## config.mk

```make
export PLATFORM = sky130hd
export DESIGN_NAME = coin_pulse_gen
export DESIGN_NICKNAME = d
export VERILOG_FILES = /design/src/rtl/coin_pulse_gen.sv
export SDC_FILE = /design/constraint.sdc
export NUM_CORES = 1
export LEC_CHECK = 0
export ABC_AREA = 1
export ABC_CLOCK_PERIOD_IN_PS = 3100
export CAP_MARGIN = 40
export CELL_PAD_IN_SITES_DETAIL_PLACEMENT = 1
export CELL_PAD_IN_SITES_GLOBAL_PLACEMENT = 2
export CORE_MARGIN = 5
export CORE_UTILIZATION = 36
export DETAILED_ROUTE_END_ITERATION = 6
export PLACE_DENSITY_LB_ADDON = 0.1
export SYNTH_ARGS = -nofsm -noshare
export SYNTH_HDL_FRONTEND = slang
export SYNTH_SLANG_ARGS = --single-unit
```

## constraint.sdc

```tcl
create_clock -name CLK -period 3.1 [get_ports CLK]
set_input_delay 0.93 -clock CLK [delete_from_list [all_inputs] [get_ports CLK]]
set_output_delay 0.93 -clock CLK [all_outputs]
set_load 0.02 [all_outputs]
```

## src/rtl/coin_pulse_gen.sv

```systemverilog
// coin_pulse_gen: synchronises and debounces two coin sensors, accumulates credit
// and drains it as spaced single-cycle 1-cent pulses for the vending FSM.
module coin_pulse_gen #(
    parameter int DEBOUNCE_CYC = 4,
    parameter int GAP_CYC      = 2,
    parameter int DB_W         = 20
) (
    input  logic       CLK,
    input  logic       RST_N,
    input  logic       COIN1_RAW,
    input  logic       COIN2_RAW,
    input  logic       TIN_BUSY,
    output logic       CENT1OUT,
    output logic [2:0] PENDING,
    output logic       CREDIT_OVF
);
    localparam int GW = $clog2(GAP_CYC + 1);
    localparam logic [DB_W-1:0] DB_LAST = DB_W'(DEBOUNCE_CYC - 1);
    localparam logic [GW-1:0] GAP_LOAD = GW'(GAP_CYC);

    typedef enum logic [1:0] {IDLE, PULSE, GAP} state_t;

    logic [1:0] meta, sync, rise;
    state_t state, state_n;
    logic [GW-1:0] gap_cnt, gap_n;
    logic launch;
    logic [3:0] sum;

    always_ff @(posedge CLK or negedge RST_N)
        if (!RST_N) begin
            meta <= '0;
            sync <= '0;
        end else begin
            meta <= {COIN2_RAW, COIN1_RAW};
            sync <= meta;
        end

    for (genvar i = 0; i < 2; i++) begin : g_db
        logic db;
        logic [DB_W-1:0] cnt;
        // credit lands on the same edge the debounced level rises
        assign rise[i] = sync[i] & ~db & (cnt == DB_LAST);
        always_ff @(posedge CLK or negedge RST_N)
            if (!RST_N) begin
                db  <= 1'b0;
                cnt <= '0;
            end else if (sync[i] == db) begin
                cnt <= '0;
            end else if (cnt == DB_LAST) begin
                db  <= sync[i];
                cnt <= '0;
            end else begin
                cnt <= cnt + 1'b1;
            end
    end

    always_comb begin
        launch  = (state == IDLE) && (PENDING != 3'd0) && !TIN_BUSY;
        sum     = {1'b0, PENDING} + {3'b0, rise[0]} + {2'b0, rise[1], 1'b0} - {3'b0, launch};
        state_n = launch ? PULSE :
                  (state == PULSE) ? GAP :
                  (state == GAP && gap_cnt == GW'(1)) ? IDLE : state;
        gap_n   = (state == PULSE) ? GAP_LOAD :
                  (state == GAP) ? gap_cnt - 1'b1 : gap_cnt;
    end

    always_ff @(posedge CLK or negedge RST_N)
        if (!RST_N) begin
            state      <= IDLE;
            gap_cnt    <= '0;
            PENDING    <= '0;
            CREDIT_OVF <= 1'b0;
            CENT1OUT   <= 1'b0;
        end else begin
            state      <= state_n;
            gap_cnt    <= gap_n;
            PENDING    <= (sum > 4'd7) ? 3'd7 : sum[2:0];
            CREDIT_OVF <= CREDIT_OVF | (sum > 4'd7);
            CENT1OUT   <= (state_n == PULSE);
        end
endmodule
```

* Word level (Yosys, flattened, before mapping) *
Cells that the tools add are included.

word-level totals
  flip-flop bits (word level) = 55
  input bits = 5
  output and inout bits = 5
  logic and storage cells = 54

operators by class
  add/subtract/negate cells = 6
  magnitude comparators = 1
  eq/ne operators = 8
  reduce and logical (&&, ||, !) cells = 9
  muxes and demuxes = 10
  bitwise gates (word level) = 9

operators with widths
  operator                                            count
  2-to-1 mux 20 bit                                   4
  adder 20 x 1 -> 20 bit, second input constant       2
  == test 20 x 2 -> 1 bit, second input constant      2
  2-to-1 mux 2 bit                                    5
  == test 2 x 1 -> 1 bit, second input constant       3
  adder 3 x 1 -> 4 bit                                1
  adder 4 x 2 -> 4 bit                                1
  AND 1 bit                                           4
  > comparator 4 x 3 -> 1 bit, second input constant  1
  NOT 1 bit                                           4
  AND reduction 2 bit                                 2
  subtractor 4 x 1 -> 4 bit                           1
  logical AND 1 bit                                   3
  2-to-1 mux 3 bit                                    1
  nonzero test 3 bit                                  1
  == test 1 bit                                       2
  == test 2 bit, second input constant                1
  logical NOT 2 bit                                   1
  nonzero test 2 bit                                  1
  subtractor 2 x 1 -> 2 bit, second input constant    1
  logical NOT 1 bit                                   1
  bitwise OR 1 bit                                    1

* Longest topological paths before layout *
Gate-level depths: netlist of run 1.

  word-level depth = 8
  depth in mapped cells = 11
  gate-level depth less buffers = 11

* Worst setup path before layout of run 1 *
Ideal clock, no wire load.

  kind = input-to-reg
  start point = in TIN_BUSY
  end point = reg PENDING[2]
  cell stages on the path = 7
  path slack = 0.723 ns
  data arrival time = 2.246 ns
  path through = nor3_1 > ha_1 > inv_1 > ha_1 > fa_1 > xnor2_1 > nand2_1

on the way
  word-level cells in the longest chain between the ends = 5

ends and longest elaborated chain
  item                         line  text
  start, declared              12    input logic TIN_BUSY,
  logical NOT 1 bit *          58    launch = (state == IDLE) && (PENDING != 3'd0) && !TIN_BUSY;
  logical AND 1 bit *          58
  subtractor 4 x 1 -> 4 bit *  59    sum = {1'b0, PENDING} + {3'b0, rise[0]} + {2'b0, rise[1], 1'b0} - {3'b0, launch};
  > comparator 4 x 3 -> 1 bit  77    PENDING <= (sum > 4'd7) ? 3'd7 : sum[2:0];
  2-to-1 mux 3 bit *           77
  end signal, assigned         77
  end, declared                14    output logic [2:0] PENDING,

Every way passes the cells marked *; elsewhere a longest branch is shown, timed or not.
A chain may end at the register's enable or synchronous reset.

* Final worst setup path of run 1 *
Same ends and word-level chain as after synthesis.

==> results of run 1 <==
final timing paths:
check	startpoint	to	slack [ps]	depth (start not counted)
max in group asynchronous	RST_N	g_db[0].cnt[19]	1900	2
min in group asynchronous	RST_N	g_db[1].cnt[3]	540	1
hold / removal	meta[0]	sync[0]	360	0
setup reg to reg	g_db[0].cnt[14]	PENDING[2]	640	10
hold reg to reg	meta[0]	sync[0]	360	0
setup / recovery	TIN_BUSY	PENDING[2]	610	8
through the flow:
stage / hold slack, ps / area [µm²] / power [mW] / setup slack [ps]
floorplan: 331 / 3280 / 1.32 / 723
global placement: 332 / 3510 / 1.50 / 303
detailed placement: 343 / 3510 / 1.53 / 228
CTS: 369 / 3610 / 1.98 / 578
global route: 378 / 3610 / 2.10 / 397
finish: 363 / 3610 / 1.92 / 613
power by group through the flow:
stage | clock network (mW) | registers [mW] | logic [mW]
after floorplan | 0 | 0.912 | 0.411
after global placement | 0 | 0.908 | 0.595
after detailed placement | 0 | 0.913 | 0.617
after CTS | 0.462 | 0.898 | 0.622
after global routing | 0.493 | 0.909 | 0.695
final | 0.429 | 0.895 | 0.595
layout by cell type, fill, tap and decap left out, types with 9 or more instances in the layout:
cell type,instances
nand3_1,29
ha_1,14
nand4_1,9
dfrtp_1,55
nand2_2,13
nor2_1,100
inv_1,61
xnor2_1,9
nor2_4,9
xor2_1,12
nand2_1,93
cell families (layout without fill, tap and decap cells):
family,Yosys count,count (layout),share of synthesized area [%]
and+or+nand+nor,270,270,37.1
buffers and inverters,66,82,7.54
DFF,55,55,41.9
xor gates and xnor gates,21,21,5.60
adders and majority gates,15,15,5.94
AOI/OAI and AO/OA,10,10,1.52
muxes,1,1,0.343
metal layers:
layer / GRT usage [%] / part of all wire, %
met5: 0 / 0
met4: 3.05 / 0.89
met3: 2.44 / 1.5
met2: 26.8 / 53
met1: 18.5 / 45
worst reg2reg max path, stage by stage, from the launching register on:
cell and delay [ps]:
dfrtp_1 460, nor2_1 160, nand2_1 70, nor3_1 340, nand3_1 130, ha_1 290
inv_1 40, ha_1 210, fa_1 440, xnor2_1 160, nand2_1 60
state kept, by name, indices dropped and copies added (netlist names):
register	cells
g_db.cnt	40
PENDING	3
g_db.db	2
gap_cnt	2
meta	2
state	2
sync	2
CENT1OUT	1
CREDIT_OVF	1
area by class of cell:
class | count | share of cell area, %
clock inverters | 3 | 0.728
multi-input cells | 317 | 46.0
repair buffers | 12 | 2.98
inverters | 62 | 6.45
well taps | 108 | 3.75
flip-flops and latches | 55 | 38.2
clock buffers | 5 | 1.91
==> flow_summary.yaml, run 1 <==
layout:
  area_delta_synth_final_pct: 9.83
  fin_nets: 473
  drive_gt1_share_pct: 10.4
  antenna_cells: 0
  multi_input_area_um2: 1660
  final_cells: 562
  final_core_util_pct: 41.0
  fillers: 1124
  seqCellArea_um2: 1380
synthesis:
  synth_commonest_cells: "100 x nor2_1, 93 x nand2_1, 61 x inv_1"
  synth-edff-count: 0
  synthArstFlopShare_pct: 100
  netlist_area_um2: 3280
  ys_ff_latch: 55
  yosysUniqueCellTypes: 23
  yosysMostFrequentCell: "nor2_1"
  synth_area_leader_cell: "dfrtp_1"
  synthCells: 438
  synth.top_cell.area_share_pct: 41.9
  synth_nets: 458
  yosys_most_used_dff: "dfrtp_1"
  seq_area_frac_synth_pct: 41.9
  yosysWarningCount: 0
  synth_area_per_cell_um2: 7.50
  yosys-top-cells-area: "dfrtp_1 42%, nor2_1 11%, nand2_1 11%"
route:
  routed_wl_um: 7640
  drtIter0Drc: 55
  first_pass_iters: 4
  routed-via-count: 2661
  drc_errors: 0
  wl_per_cell_um: 13.6
  drtAntennaViolNets: 0
  via_per_inst: 4.73
place:
  post-dp-hpwl_um: 6140
  dp_cells: 554
  place_congestion: 0.762
  portBuffers: 9
die:
  chipHeight_um: 106
  initial_core_util_pct: 37.3
  coreArea_um2: 8810
  io_pins: 10
  die_x_um: 106
  fp.dieArea_um2: 11100
  fp-row-count: 34
worst_setup_path:
  path_delay_family: "adder cells"
  crit_fanout: 2
  crit_top_cell: "ha_1"
  worst-path-buf-inv: 2
  start_kind: "input port"
  critPathSlowestCell: "fa_1"
  required_ps: 3310
  critPathMaxStageDelay_ps: 440
  cp_data_arrival_time_ps: 2700
  worst-setup-path-type: "in2reg"
  path_cells: "clkdlybuf4s50_1 > nor3_1 > ha_1 > inv_1 > ha_1 > fa_1 > xnor2_1 > nand2_1"
  setup.worst_path.end_class: "register"
timing:
  period_share_pct: 80.2
  fmax_mhz: 402
  fin_crit_ps: 2490
  tns_ps: 0
  final_hold_viol_count: 0
  slew_viol_final: 0
  tightest_slew_ps: 667
  grt_setup_unrepaired: "false"
  maxSlewHeadroom_pct: 55.5
  setup_viol: 0
  finClkSkew_ps: 14.6
pwr:
  seq_power_share_pct: 46.6
  comb_power_share_pct: 31.0
  p_switching_mw: 0.710
  pwr_density_cell_nw_per_um2: 532
  p_leak_nw: 1.73
  ir_drop_mv: 0.326
  swShare_pct: 37.0
  clockPowerShare_pct: 22.4
  p_int_mw: 1.21
grt:
  grt_pass1_wl_um: 13300
  grt_max_degree: 23
  antenna_found_initial: 0
  gr-total-overflow: 0
  grt_use_total_pct: 14.8
  grt_pass1_vias: 2702
cts:
  cts_root_buf: "clkbuf_8"
  clk_pin_slew_ps: 120
  cts_repair_resize_count: 0
  post_cts_buffers: 0
  postCtsHoldBufs: 0
  cts_tree: "done"
  cts_htree_levels: 2
  cts_buffers: 5
  clock_path_buffers: 2
  clock_latency_ps: 320
  cts_sinks: 55
run_status:
  outcome: "complete, no violations"
hold_path:
  min_path_type: "reg2reg"
run:
  cap_violations: 0
(Power assumes the default switching activity.)
==> run 2, diff against run 1 <==
--- a/config.mk
+++ b/config.mk
@@ -6,12 +6,12 @@
 export NUM_CORES = 1
 export LEC_CHECK = 0
 export ABC_AREA = 1
-export ABC_CLOCK_PERIOD_IN_PS = 3100
+export ABC_CLOCK_PERIOD_IN_PS = 2200
 export CAP_MARGIN = 40
 export CELL_PAD_IN_SITES_DETAIL_PLACEMENT = 1
 export CELL_PAD_IN_SITES_GLOBAL_PLACEMENT = 2
 export CORE_MARGIN = 5
-export CORE_UTILIZATION = 36
+export CORE_UTILIZATION = 33
 export DETAILED_ROUTE_END_ITERATION = 6
 export PLACE_DENSITY_LB_ADDON = 0.1
 export SYNTH_ARGS = -nofsm -noshare
==> constraint.sdc (replaced) <==
create_clock -name CLK -period 2.2 [get_ports CLK]
set_input_delay 0.66 -clock CLK [delete_from_list [all_inputs] [get_ports CLK]]
set_output_delay 0.66 -clock CLK [all_outputs]
set_load 0.02 [all_outputs]
==> run 2 against run 1 <==
Against the previous run:
- final cell count is 14% higher
- sequential cell count stayed put
- sequential power is 39% higher
- critical path depth is 7 lower
- register-to-register slack worse by 560 ps
- non-clock buffer count is 53 higher
- via count is 9.1% higher
- combinational power is 92% higher
- setup slack worse by 570 ps
- first-iteration DRC count is 3.6% higher
- critical endpoint is now PENDING[2]
- highest routed layer unchanged
==> flow_summary.yaml, run 2 (synthesis gave the netlist of run 1 again) <==
worst_setup_path:
  path_delay_family: "buffers and inverters"
  crit_fanout: 4
  worst-path-buf-inv: 1
  required_ps: 1540
  worst-setup-path-type: "reg2out"
  path_cells: "clkdlybuf4s50_1"
  critPathMaxStageDelay_ps: 660
  setup.worst_path.end_class: "output pin"
  reg2reg_depth: 11
  cp_data_arrival_time_ps: 1500
  start_kind: "register"
  critPathSlowestCell: "clkdlybuf4s50_1"
  cp_num_cells: 1
die:
  chipHeight_um: 110
  io_pins: 10
  fp-row-count: 36
  die_x_um: 110
  initial_core_util_pct: 33.8
  coreArea_um2: 9730
  fp.dieArea_um2: 12000
route:
  via_per_inst: 4.53
  drtAntennaViolNets: 0
  drc_errors: 0
  drtIter0Drc: 57
  wl_per_cell_um: 13.3
  routed_wl_um: 8490
  first_pass_iters: 4
  routed-via-count: 2902
layout:
  multi_input_area_um2: 1750
  final_cell_mix: "94 x nor2_1, 92 x nand2_1, 59 x inv_1"
  layout_commonest_cell: "nor2_1"
  largest_reg_flops: 40
  top_regs: "g_db.cnt x40, PENDING x3"
  drive_gt1_share_pct: 23.1
  final_cells: 640
  seqCellArea_um2: 1380
  area_delta_synth_final_pct: 26.0
  fin_nets: 526
  antenna_cells: 0
  fillers: 1257
  final_core_util_pct: 42.5
  regMostFlops: "g_db.cnt"
place:
  post-dp-hpwl_um: 6780
  portBuffers: 9
  dp_cells: 628
  place_congestion: 0.757
cts:
  clock_path_buffers: 2
  cts_sinks: 55
  cts_htree_levels: 2
  cts_buffers: 5
  cts_tree: "done"
  clk_pin_slew_ps: 120
  clock_latency_ps: 320
  cts_root_buf: "clkbuf_8"
timing:
  setup_viol: 0
  period_share_pct: 98.0
  finClkSkew_ps: 18.5
  fin_hold_ws_ps: 255
  fin_crit_ps: 2160
  final_hold_viol_count: 0
  slew_viol_final: 0
  grt_setup_unrepaired: "true"
  maxSlewHeadroom_pct: 71.8
  tightest_slew_ps: 423
  fmax_mhz: 464
hold_path:
  min_path_type: "in2async"
run_status:
  outcome: "complete, no violations"
pwr:
  pwr_density_cell_nw_per_um2: 722
  ir_drop_mv: 0.444
  p_leak_nw: 2.02
grt:
  grt_max_degree: 27
  grt_pass1_vias: 3106
  grt_pass1_wl_um: 14700
  grt_use_total_pct: 15.5
  antenna_found_initial: 0
  gr-total-overflow: 0
run:
  cap_violations: 0
==> run 2: cell count changes in the layout (fill, tap and decap cells not counted), sizes merged <==
| cell | before | now |
|---|---|---|
| buf | 4 | 57 |
==> run 2: layer usage <==
| layer | global-route usage [%] | routed length (µm) |
|---|---|---|
| met1 | 18.8 | 3760 |
| met2 | 29.0 | 4560 |
| met3 | 2.29 | 94 |
| met4 | 3.29 | 80 |
| met5 | 0 | 0 |
==> run 2: cell type report <==
cell class	count	share of cell area (%)
clock buffer	5	1.66
clock inverter	3	0.544
inverter	62	5.62
multi-input combinational	317	42.4
sequential	55	33.3
tap	133	4.02
timing repair buffer	65	12.5
==> run 2: path summary, 6_finish.rpt <==
path / from / endpoint / slack (ps)
worst min-delay path: RST_N / g_db[1].cnt[3] / 250
min in group CLK: meta[0] / sync[0] / 370
worst max register to register: g_db[0].cnt[19] / PENDING[1] / 80
worst max-delay path: PENDING[2] / PENDING[2] / 40
max in group asynchronous: RST_N / g_db[0].cnt[14] / 1360
worst min register to register: meta[0] / sync[0] / 370
==> run 2: worst register-to-register path, cell delays in order (launching register included) <==
cell     delay [ps]
dfrtp_1         390
inv_1            80
nand3_1         130
nor3_2          210
buf_4           160
nand3_4          60
ha_4            270
inv_2            40
ha_4            150
fa_2            510
inv_1            40
nand2_1          50
==> run 2: power by group <==
| group | switching (mW) | internal [mW] |
|---|---|---|
| logic | 0.649 | 0.496 |
| registers | 0.0965 | 1.14 |
| clock network | 0.375 | 0.232 |
| total | 1.12 | 1.87 |
==> run 2: what timing repair did <==
action,4_1_cts,5_1_grt
pin swaps,6,4
resized for setup,12,8
buffers inserted,1,3
endpoints found under the setup margin,4,4
hold buffers,0,0
==> run 2: through the flow <==
stage	power [mW]	instance area [µm²]	setup slack, ps	setup TNS [ps]
after floorplan	1.87	3280	14.1	0
after global placement	2.21	3920	-320	-1160
after detailed placement	2.29	3920	-416	-1610
after CTS	2.96	4090	-7.73	-7.73
after global routing	3.24	4140	-69.0	-231
final	2.99	4140	43.1	0
